[src/rtl/mux_src_scan8w4.sv]
// rtl/mux_src_scan8w4.sv - entry store and prescaled select generator for an 8:1 4-bit mux
//
// Purpose: holds eight 4-bit entries that feed the data inputs of an 8:1 mux
// and a select that steps through them once every PRESCALE enabled cycles.
// Optional double buffering is compiled in with `define MUX_SRC_SHADOW_EN:
// writes then land in a shadow bank that is copied into d when sel wraps 7->0.
//
// Ports:
//   clk        - sole clock, rising edge
//   rst_n      - asynchronous active-low reset
//   we         - write strobe for one entry
//   waddr      - entry index to write
//   wdata      - 4-bit data to write
//   scan_en    - enables prescaler and select advance
//   d          - eight active entries (mux data inputs)
//   sel        - current select (mux select)
//   tick       - one-cycle pulse aligned with each new sel value
//   frame_done - one-cycle pulse aligned with the sel 7->0 wrap

module mux_src_scan8w4 #(
  parameter int PRESCALE = 4
) (
  input  logic       clk,
  input  logic       rst_n,
  input  logic       we,
  input  logic [2:0] waddr,
  input  logic [3:0] wdata,
  input  logic       scan_en,
  output logic [3:0] d [0:7],
  output logic [2:0] sel,
  output logic       tick,
  output logic       frame_done
);

  // 16 bits covers the full legal PRESCALE range and keeps PRESCALE=1 legal
  // (the counter then simply stays at 0).
  localparam logic [15:0] PRE_LAST = 16'(PRESCALE - 1);

  logic [15:0] pre;
  logic        advance;
  logic        wrap;

  assign advance = scan_en && (pre == PRE_LAST);
  assign wrap    = advance && (sel == 3'd7);

`ifdef MUX_SRC_SHADOW_EN
  logic [3:0] shadow [0:7];
`endif

  // tick/frame_done are registered from the same edge that updates sel and d,
  // so all mux-facing outputs change together.
  always_ff @(posedge clk or negedge rst_n) begin
    if (!rst_n) begin
      pre        <= '0;
      sel        <= '0;
      tick       <= 1'b0;
      frame_done <= 1'b0;
      for (int i = 0; i < 8; i++) begin
        d[i] <= '0;
`ifdef MUX_SRC_SHADOW_EN
        shadow[i] <= '0;
`endif
      end
    end else begin
      tick       <= advance;
      frame_done <= wrap;

      if (scan_en) begin
        if (advance) begin
          pre <= '0;
          sel <= sel + 3'd1;
        end else begin
          pre <= pre + 16'd1;
        end
      end

`ifdef MUX_SRC_SHADOW_EN
      if (we) begin
        shadow[waddr] <= wdata;
      end
      if (wrap) begin
        for (int i = 0; i < 8; i++) begin
          d[i] <= shadow[i];
        end
        // A write landing on the wrap edge goes straight through as well,
        // otherwise it would be one whole frame late.
        if (we) begin
          d[waddr] <= wdata;
        end
      end
`else
      if (we) begin
        d[waddr] <= wdata;
      end
`endif
    end
  end

endmodule

[config.mk]
export PLATFORM = sky130hd
export DESIGN_NAME = mux_src_scan8w4
export DESIGN_NICKNAME = d
export VERILOG_FILES = /design/src/rtl/mux_src_scan8w4.sv
export SDC_FILE = /design/constraint.sdc
export NUM_CORES = 1
export LEC_CHECK = 0
export BUFFER_PORTS_ARGS = -buffer_cell sky130_fd_sc_hd__buf_2
export CAP_MARGIN = 20
export CORE_MARGIN = 3
export CORE_UTILIZATION = 35
export DETAILED_ROUTE_END_ITERATION = 8
export SLEW_MARGIN = 20
export SYNTH_ARGS = -nofsm -noshare
export SYNTH_HDL_FRONTEND = slang
export SYNTH_SLANG_ARGS = --single-unit
[constraint.sdc]
create_clock -name clk -period 1.64 [get_ports clk]
set_clock_uncertainty 0.1 [all_clocks]
set_input_delay 0.328 -clock clk [delete_from_list [all_inputs] [get_ports clk]]
set_output_delay 0.328 -clock clk [all_outputs]
set_load 0.005 [all_outputs]
==> flow_metrics.env, run 1 <==
export IMPL_status="complete, no violations"
export IMPL_synth_compound_area_share_pct=0.516
export IMPL_drive_above_1_share_pct=52.2
export IMPL_final_core_util_pct=46.2
export IMPL_clock_path_buffers=2
export IMPL_via_per_inst=4.89
export IMPL_place_hpwl_um=2980
export IMPL_worstPathArrival_ns=1.68
export IMPL_avgSynthCellArea_um2=14.1
export IMPL_grt_max_degree=54
export IMPL_end_kind="flop"
export IMPL_port_buffers=47
export IMPL_worstPathMaxFanout=5
export IMPL_cts_buffers=5
export IMPL_ios=48
export IMPL_yosysWarnings=0
export IMPL_ys_ff_latch=53
export IMPL_internal_power_mw=2.49
export IMPL_die_area_mm2=0.00722
export IMPL_gp_congestion=0.741
export IMPL_crit_type="flop to flop"
export IMPL_seq_area_frac_synth_pct=60.8
export IMPL_maxCapViolCount=0
export IMPL_final_area_mm2=0.00277
export IMPL_clk_pin_slew_ns=0.10
export IMPL_swShare_pct=27.5
export IMPL_grt_setup_unrepaired="true"
export IMPL_cp_data_required_time_ns=1.74
export IMPL_synth_adder_area_share_pct=1.72
export IMPL_dp_cells=287
export IMPL_drt_antenna_violating_nets=0
export IMPL_muxShareOfSynthArea_pct=17.5
export IMPL_switching_power_uw=943
export IMPL_critPathLaunchType="flop"
export IMPL_nets=237
export IMPL_synth_xor_area_share_pct=6.02
export IMPL_worstSkewPairLatency_ns=0.31
export IMPL_start_util_pct=36.4
export IMPL_period_needed_ns=1.58
export IMPL_timing_final_crit_share_pct=96.6
export IMPL_synthCells=155
export IMPL_grt_pass1_wl_um=7110
export IMPL_cts_root_buffer="clkbuf_8"
export IMPL_grt_usage_pct=12.5
export IMPL_finalSetupViolCount=0
export IMPL_relSlewSlack_pct=78.0
export IMPL_coreArea_mm2=0.00599
export IMPL_total_power_mw=3.43
export IMPL_syn2layout_area_growth_pct=26.9
export IMPL_vias=1463
export IMPL_postPlaceCellArea_mm2=0.00261
export IMPL_fmax_ghz=0.631
export IMPL_grt_pass1_vias=1403
export IMPL_min_path_type="input pin to flop"
export IMPL_pwr_share_comb_pct=22.1
export IMPL_gr_total_overflow=0
export IMPL_antenna_found_initial=0
export IMPL_seqPwrFrac_pct=51.6
export IMPL_routedWlPerCell_um=14.5
export IMPL_netlist_area_mm2=0.00218
export IMPL_syn_nets=169
export IMPL_synth_top_family_by_area="multiplexers"
export IMPL_p_clk_share_pct=26.3
export IMPL_hold_viol=0
export IMPL_vdd_drop_max_v=0.000791
export IMPL_rows=28
export IMPL_tightest_slew_ns=0.328
export IMPL_cts_tree="built"
export IMPL_drc=0
export IMPL_dieHeight_um=85.0
export IMPL_antennaDiodeCount=0
export IMPL_power_density_mw_per_mm2=1240
export IMPL_dr_first_iter_drc_count=33
export IMPL_cts_htree_levels=2
export IMPL_leakage_nw=1.34
export IMPL_synthSimpleGateAreaFrac_pct=12.7
export IMPL_synth_cell_type_count=26
export IMPL_clock_sinks=53
export IMPL_stdcell_count=299
export IMPL_maxSlewViolCount=0
export IMPL_wl_um=4340
export IMPL_fp_dieW_um=85.0
export IMPL_first_pass_iters=4
cells in the mapped netlist, drive strengths merged:
master,n,share of area (%)
ha,3,1.7
and2,1,0.29
mux2,34,18
nand4,5,1.4
nor2,4,0.80
dfrtp,53,61
nor4,3,0.86
nor3b,2,1.1
clkbuf,1,0.17
nand2,9,1.5
or4,1,0.52
nor3,3,0.92
and3,6,1.8
inv,2,0.34
xor2,6,2.4
buf,1,0.23
and4,2,0.80
o22ai,1,0.29
nand4b,3,1.2
nand3,2,0.46
xnor2,9,3.6
o21ai,1,0.23
nand2b,3,0.86
worst paths after layout:
check                      startpoint       to  slack [ns]  depth (start not counted)
min                           scan_en   pre[1]        0.21                          2
min reg2reg                   pre[15]  pre[15]        0.40                          1
max                           pre[14]   sel[1]        0.06                          3
max in group asynchronous       rst_n   pre[6]        0.75                          3
max reg2reg                   pre[14]   sel[1]        0.06                          3
min in group asynchronous       rst_n    d[31]        0.43                          3
metrics by stage:
| step | hold WS (ns) | worst slack, ns | setup TNS [ns] |
|---|---|---|---|
| 2_1_floorplan | -0.0676 | 0.0435 | 0 |
| 3_3_place_gp | 0.245 | -0.0331 | -0.0661 |
| 3_5_place_dp | 0.243 | -0.0502 | -0.0962 |
| 4_1_cts | 0.186 | 0.00152 | 0 |
| 5_1_grt | 0.216 | -0.0200 | -0.0440 |
| 6_report | 0.208 | 0.0562 | 0 |
state kept, by name, summed over array words and instances, names as in the netlist:
name / count
d: 32
frame_done: 1
pre: 16
sel: 3
tick: 1
per-layer routing:
layer / vias up / track usage (%) / wire [um]
met1: 730 / 17.3 / 2100
li1: 686 / - / -
met5: - / 0 / 0
met2: 42 / 18.4 / 1890
met4: 0 / 3.88 / 48
met3: 5 / 4.47 / 295
area by class of cell:
class                   instances  area [um2]
multi-input cells              98         858
inverters                       2        7.51
fillers                       550        3220
repair buffers                 63         370
well taps                      75        93.8
clock buffers                   5        68.8
flip-flops and latches         53        1330
clock inverters                 3        43.8
power groups by stage:
stage / logic, mW / clock network [mW] / registers (mW)
after floorplan: 0.325 / 0 / 1.80
after global placement: 0.727 / 0 / 1.79
after detailed placement: 0.738 / 0 / 1.80
after CTS: 0.742 / 0.933 / 1.77
after global routing: 0.853 / 0.986 / 1.81
final: 0.759 / 0.902 / 1.77
what timing repair did:
item,4_1_cts,5_1_grt
pin swaps,1,1
hold endpoints to repair,53,0
gates resized for setup,2,5
setup buffers,0,3
setup endpoints to repair,2,6
hold buffers,1,0
critical path, stage by stage, from the launching register on:
cell	delay, ns
dfrtp_1	0.42
nor4_2	0.32
and4_4	0.30
mux2_2	0.33
cells in the final DEF, fill, tap and decap left out, types with 3 or more instances in the layout:
cell type  instances
clkbuf_8           5
mux2_2            34
dfrtp_1           52
nor2_1             3
and3_1             4
xnor2_1            9
nand2b_1           3
nand4b_1           3
nand2_1            8
buf_2             47
xor2_1             6
nand4_1            5
buf_4             14
kinds of logic (layout without fill, tap and decap cells):
family / Yosys count / after routing
buffers and inverters: 4 / 73
muxes: 34 / 34
DFF: 53 / 53
AOI/OAI and AO/OA: 2 / 2
and+or+nand+nor: 44 / 44
adders and majority gates: 3 / 3
xor gates and xnor gates: 15 / 15
No activity file was read; power rests on OpenSTA's default activity.
==> inputs of run 2 (changes only) <==
- ABC_AREA: unset -> 1
==> run 2 against run 1 <==
  * Maximum frequency is 10% higher
  * Register-to-register slack gained 0.15 ns
  * Total power shrank 7.7%
  * Critical endpoint is now pre[1]
  * Largest power group unchanged
  * Highest routed layer unchanged
==> flow_metrics.env, run 2 <==
export IMPL_max_stage_delay_ns=0.39
export IMPL_power_density_mw_per_mm2=1100
export IMPL_hold_path_startpoint="scan_en"
export IMPL_cts_tree="built"
export IMPL_ff2ff_path_depth=6
export IMPL_finalSetupViolCount=0
export IMPL_vdd_drop_max_v=0.000728
export IMPL_gp_congestion=0.785
export IMPL_nets=349
export IMPL_first_pass_iters=4
export IMPL_critPathLaunchType="flop"
export IMPL_antennaDiodeCount=0
export IMPL_fmax_ghz=0.697
export IMPL_path_cells="ha_1, nand4_1, nor2_2, nand2_2, nand2_1, nand2_1"
export IMPL_relSlewSlack_pct=78.0
export IMPL_grt_max_degree=43
export IMPL_cpMaxStageDelayCell="dfrtp_1"
export IMPL_r2r_setup_slack_ns=0.20
export IMPL_worstPathMaxFanout=8
export IMPL_start_util_pct=37.0
export IMPL_clock_sinks=53
export IMPL_postPlaceCellArea_mm2=0.00276
export IMPL_synthCells=279
export IMPL_rr_endpoint="pre[1]"
export IMPL_yosys_area_top_type_share_pct=54.9
export IMPL_synth_cell_type_count=19
export IMPL_hold_path_depth=3
export IMPL_cts_setup_buffers=0
export IMPL_rows=29
export IMPL_coreArea_mm2=0.00653
export IMPL_drc=0
export IMPL_timing_final_crit_share_pct=87.5
export IMPL_via_per_inst=4.69
export IMPL_synth_top_cells_by_area="dfrtp_1 55%, nand2_1 13%, o21ai_0 6.2%"
export IMPL_path_delay_family="simple AND/OR/NAND/NOR gates"
export IMPL_muxShareOfSynthArea_pct=0
export IMPL_maxSlewViolCount=0
export IMPL_crit_buf_inv=0
export IMPL_die_area_mm2=0.00794
export IMPL_avgSynthCellArea_um2=8.66
export IMPL_synth_compound_area_share_pct=7.46
export IMPL_syn_nets=293
export IMPL_ys_async_sr_fraction_pct=100
export IMPL_synth_xor_area_share_pct=1.45
export IMPL_reg_largest_list="d: 32 flops, pre: 16 flops, sel: 3 flops"
export IMPL_hold_viol=0
export IMPL_synth_top_family_by_area="simple AND/OR/NAND/NOR gates"
export IMPL_largest_register_ffs=32
export IMPL_largest_register="d"
export IMPL_yosysWarnings=0
export IMPL_reg2reg_from="pre[1]"
export IMPL_synth_edf_count=0
export IMPL_grt_usage_pct=14.1
export IMPL_min_path_type="input pin to flop"
export IMPL_netlist_area_mm2=0.00242
export IMPL_fill_cells=648
export IMPL_whs_endpoint="pre[9]"
export IMPL_grt_pass1_wl_um=8780
export IMPL_setup_tns_ns=0
export IMPL_gr_total_overflow=0
export IMPL_synthSimpleGateAreaFrac_pct=28.4
export IMPL_cp_data_required_time_ns=1.74
export IMPL_ios=48
export IMPL_cpMostUsedCell="nand2_1"
export IMPL_leakage_nw=1.53
export IMPL_period_needed_ns=1.44
export IMPL_clock_path_buffers=2
export IMPL_cts_buffers=5
export IMPL_end_kind="flop"
export IMPL_cts_htree_levels=2
export IMPL_hold_buffers=1
export IMPL_maxCapViolCount=0
export IMPL_final_area_mm2=0.00287
export IMPL_dr_first_iter_drc_count=78
export IMPL_tightest_slew_ns=0.328
export IMPL_worstPathArrival_ns=1.54
export IMPL_wl_um=5170
export IMPL_synth_ff_type="dfrtp_1"
export IMPL_hold_worst_slack_ns=0.299
export IMPL_syn2layout_area_growth_pct=19.0
export IMPL_drive_above_1_share_pct=22.9
export IMPL_dieHeight_um=89.1
export IMPL_grt_setup_unrepaired="false"
export IMPL_synth_adder_area_share_pct=1.55
export IMPL_synthTopCellsByCount="81 x nand2_1, 53 x dfrtp_1, 34 x inv_1"
export IMPL_vias=1938
export IMPL_ys_ff_latch=53
export IMPL_drt_antenna_violating_nets=0
export IMPL_synth_most_common_cell="nand2_1"
export IMPL_total_power_mw=3.17
export IMPL_seq_area_frac_synth_pct=54.9
export IMPL_yosysTopAreaCell="dfrtp_1"
export IMPL_crit_type="flop to flop"
export IMPL_final_common_cell="nand2_1"
export IMPL_status="complete, no violations"
export IMPL_routedWlPerCell_um=12.5
export IMPL_place_hpwl_um=3930
export IMPL_worstSkewPairLatency_ns=0.31
export IMPL_antenna_found_initial=0
export IMPL_grt_pass1_vias=1915
export IMPL_ctsResizeCount=0
export IMPL_cts_root_buffer="clkbuf_8"
export IMPL_fp_dieW_um=89.1
export IMPL_final_cell_mix="81 x nand2_1, 53 x dfrtp_1, 47 x buf_2"
export IMPL_clk_pin_slew_ns=0.09
export IMPL_port_buffers=47
-- run 2: changes by cell type after synthesis, moves of 5 or more --
cell and delta:
mux2_2 -34, nand2_1 +72, o21ai_0 +29, nor2_1 +17, nand2_2 +5, inv_1 +32, xnor2_1 -9, a21oi_1 +5
nand3_1 +16
-- run 2: cell type report --
class / instances / area, um2 / share of cell area, %
well taps: 77 / 96.3 / 3.35
flip-flops and latches: 53 / 1330 / 46.1
inverters: 37 / 139 / 4.83
repair buffers: 50 / 273 / 9.49
clock inverters: 2 / 17.5 / 0.609
multi-input cells: 188 / 940 / 32.7
clock buffers: 6 / 82.6 / 2.87
-- run 2: kinds of logic (layout without fill, tap and decap cells) --
group           count (synthesis)  in the layout
fa+ha+maj                       3              3
simple gates                  145            145
buf+inv                        38             95
compound gates                 36             36
flops                          53             53
xor+xnor                        4              4
-- run 2: worst max path at each step --
stage | start | end | slack (ns) | cells past startpoint
floorplan | pre[0] | sel[0] | 0.25 | 6
global placement | pre[1] | sel[0] | 0.22 | 6
detailed placement | scan_en | sel[0] | 0.19 | 6
CTS | pre[1] | sel[2] | 0.19 | 6
global route | pre[1] | sel[2] | 0.06 | 6
finish | pre[1] | pre[1] | 0.20 | 6
-- run 2: per-stage QoR --
step	util [%]	worst slack, ns	cells
floorplan	-	0.249	279
global placement	42.3	0.219	404
detailed placement	42.3	0.194	404
CTS	44.0	0.188	413
global route	44.0	0.0605	413
finish	44.0	0.204	413
-- run 2: layer usage --
metal,vias up,global-route usage (%),part of all wire (%)
met5,-,0,0
met4,0,3.25,0.87
met3,7,4.15,5.5
met2,36,22.7,47
met1,899,18.8,46
li1,996,-,-
-- run 2: worst register-to-register path: cells and delay by family, from the launching register on --
kind / cells / cell delay (ns)
adders and majority gates: 1 / 0.22
DFF: 1 / 0.39
and+or+nand+nor: 5 / 0.62
-- run 2: power by group --
part	internal (mW)	total, mW	switching, mW
combinational	0.277	0.656	0.379
sequential	1.54	1.71	0.180
clock	0.351	0.795	0.444
total	2.16	3.17	1.00
==> inputs of run 3 (changes only) <==
- CORE_MARGIN: 3 -> unset
- RECOVER_POWER: unset -> 50
- SETUP_SLACK_MARGIN: unset -> 0.2
==> run 3 against run 2 <==
  * First-iteration DRC count up 18%
  * Clock-buffer cell count is 1 lower
  * Maximum frequency is 4.1% higher
  * Sequential share of layout area decreased by 0.89 points
  * Register-to-register slack improved by 0.06 ns
  * Sequential power about the same
  * Non-clock buffer count increased by 3
==> flow_metrics.env, run 3 (synthesis results as in run 2) <==
export IMPL_status="complete, no violations"
export IMPL_hold_viol=0
export IMPL_drive_above_1_share_pct=23.6
export IMPL_antenna_found_initial=0
export IMPL_rr_endpoint="pre[14]"
export IMPL_grt_setup_unrepaired="true"
export IMPL_critPathLaunchType="flop"
export IMPL_routedWlPerCell_um=12.5
export IMPL_cts_htree_levels=2
export IMPL_min_path_type="input pin to flop"
export IMPL_clock_path_buffers=2
export IMPL_grt_pass1_wl_um=8600
export IMPL_busiest_layer="met2"
export IMPL_relSlewSlack_pct=48.1
export IMPL_setup_tns_ns=0
export IMPL_pwr_share_comb_pct=20.6
export IMPL_switching_power_mw=1.01
export IMPL_met1_usage_pct=20.7
export IMPL_crit_type="flop to flop"
export IMPL_final_cell_mix="81 x nand2_1, 53 x dfrtp_1, 45 x buf_2"
export IMPL_syn2layout_area_growth_pct=21.3
export IMPL_vias=1966
export IMPL_finalSetupViolCount=0
export IMPL_place_hpwl_um=3770
export IMPL_final_core_util_pct=45.1
export IMPL_dr_first_iter_drc_count=92
export IMPL_seqPwrFrac_pct=52.4
export IMPL_coreArea_mm2=0.00649
export IMPL_gr_total_overflow=0
export IMPL_first_pass_iters=4
export IMPL_swShare_pct=30.8
export IMPL_grt_usage_pct=15.1
export IMPL_end_kind="flop"
export IMPL_via_per_inst=4.73
export IMPL_internal_power_mw=2.28
export IMPL_cts_root_buffer="clkbuf_8"
export IMPL_maxSlewViolCount=0
export IMPL_grt_pass1_vias=1816
export IMPL_port_buffers=47
export IMPL_largest_register_ffs=32
export IMPL_maxCapViolCount=0
export IMPL_fmax_ghz=0.725
export IMPL_hold_path_startpoint="wdata[1]"
export IMPL_path_cells="ha_4, nand3_4, nor2_4, nand4_1, nand2_1, inv_1"
export IMPL_worstPathArrival_ns=1.49
export IMPL_leakage_nw=1.55
export IMPL_p_clk_share_pct=26.9
export IMPL_nets=352
export IMPL_drt_antenna_violating_nets=0
export IMPL_antennaDiodeCount=0
export IMPL_vdd_drop_max_v=0.000596
export IMPL_worstPathMaxFanout=8
export IMPL_whs_endpoint="d[1]"
export IMPL_power_density_mw_per_mm2=1120
export IMPL_r2r_setup_slack_ns=0.26
export IMPL_cts_buffers=5
export IMPL_gp_congestion=0.804
export IMPL_cpMaxStageDelayCell="dfrtp_1"
export IMPL_drc=0
export IMPL_clock_sinks=53
export IMPL_globalRouteMet2Util_pct=23.6
export IMPL_start_util_pct=37.2
export IMPL_rows=29
export IMPL_tightest_slew_ns=0.773
export IMPL_reg2reg_from="pre[1]"
export IMPL_grt_max_degree=54
export IMPL_period_needed_ns=1.38
export IMPL_reg_largest_list="d: 32 flops, pre: 16 flops, sel: 3 flops"
export IMPL_clk_pin_slew_ns=0.10
export IMPL_largest_register="d"
export IMPL_use_met3_pct=2.82
export IMPL_final_common_cell="nand2_1"
export IMPL_timing_final_crit_share_pct=84.1
export IMPL_die_area_mm2=0.00724
export IMPL_hold_path_depth=3
export IMPL_ios=48
export IMPL_cp_data_required_time_ns=1.75
export IMPL_worstSkewPairLatency_ns=0.30
export IMPL_wl_um=5220
export IMPL_cts_tree="built"
export IMPL_dieHeight_um=85.1
export IMPL_ff2ff_path_depth=6
export IMPL_max_stage_delay_ns=0.42
export IMPL_fp_dieW_um=85.1
==> run 3: cell types whose count changed in the layout (fill, tap and decap cells not counted), sizes merged <==
cell / change
clkbuf: +2
inv: -1
clkinvlp: +1
bufinv: +1
==> run 3: worst max-delay path by stage <==
stage	startpoint	end	slack, ns	depth (start not counted)
CTS	pre[10]	sel[1]	0.21	6
global placement	pre[1]	sel[0]	0.27	6
global route	waddr[2]	d[1]	0.16	5
detailed placement	pre[1]	pre[2]	0.20	6
finish	pre[1]	pre[14]	0.26	6
floorplan	pre[0]	sel[0]	0.25	6
==> run 3: cell type report <==
class,count,area (um2)
Timing Repair Buffer,53,280
Inverter,37,139
Clock inverter,3,46.3
Sequential cell,53,1330
Tap cell,77,96.3
Multi-Input combinational cell,188,973
Fill cell,648,3560
Clock buffer,5,68.8
==> run 3: what timing repair did <==
item                                   4_1_cts  5_1_grt
pin swaps                                    1        5
hold buffers                                 1        0
setup endpoints to repair                    7       12
buffers inserted                             0        2
endpoints found under the hold margin       53        0
gates resized for setup                      0        8
==> run 3: critical path, delay by kind of cell, from the launching register on <==
kind / cells / cell delay (ns)
buf+inv: 1 / 0.03
fa+ha+maj: 1 / 0.18
flops: 1 / 0.42
simple gates: 4 / 0.55
==> run 3: power groups by stage <==
stage               logic (mW)  clock network [mW]  registers [mW]
floorplan                0.362                   0            1.73
global placement         0.645                   0            1.73
detailed placement       0.669                   0            1.74
CTS                      0.673               0.925            1.71
global route             0.774               0.967            1.76
finish                   0.680               0.887            1.73
==> run 3: metrics by stage <==
stage          cell area, um2  power, mW  hold slack, ns  cells  setup WS, ns
5_1_grt                  2930       3.51           0.336    416         0.157
4_1_cts                  2900       3.31           0.301    414         0.209
2_1_floorplan            2420       2.09         -0.0676    279         0.249
6_report                 2930       3.30           0.299    416         0.261
3_5_place_dp             2770       2.41           0.246    405         0.201
3_3_place_gp             2770       2.38           0.246    405         0.265
==> run 3: metal layers <==
metal / vias up / routed length, um
li1: 1002 / -
met1: 919 / 2580
met2: 38 / 2370
met3: 7 / 169
met4: 0 / 97
met5: - / 0
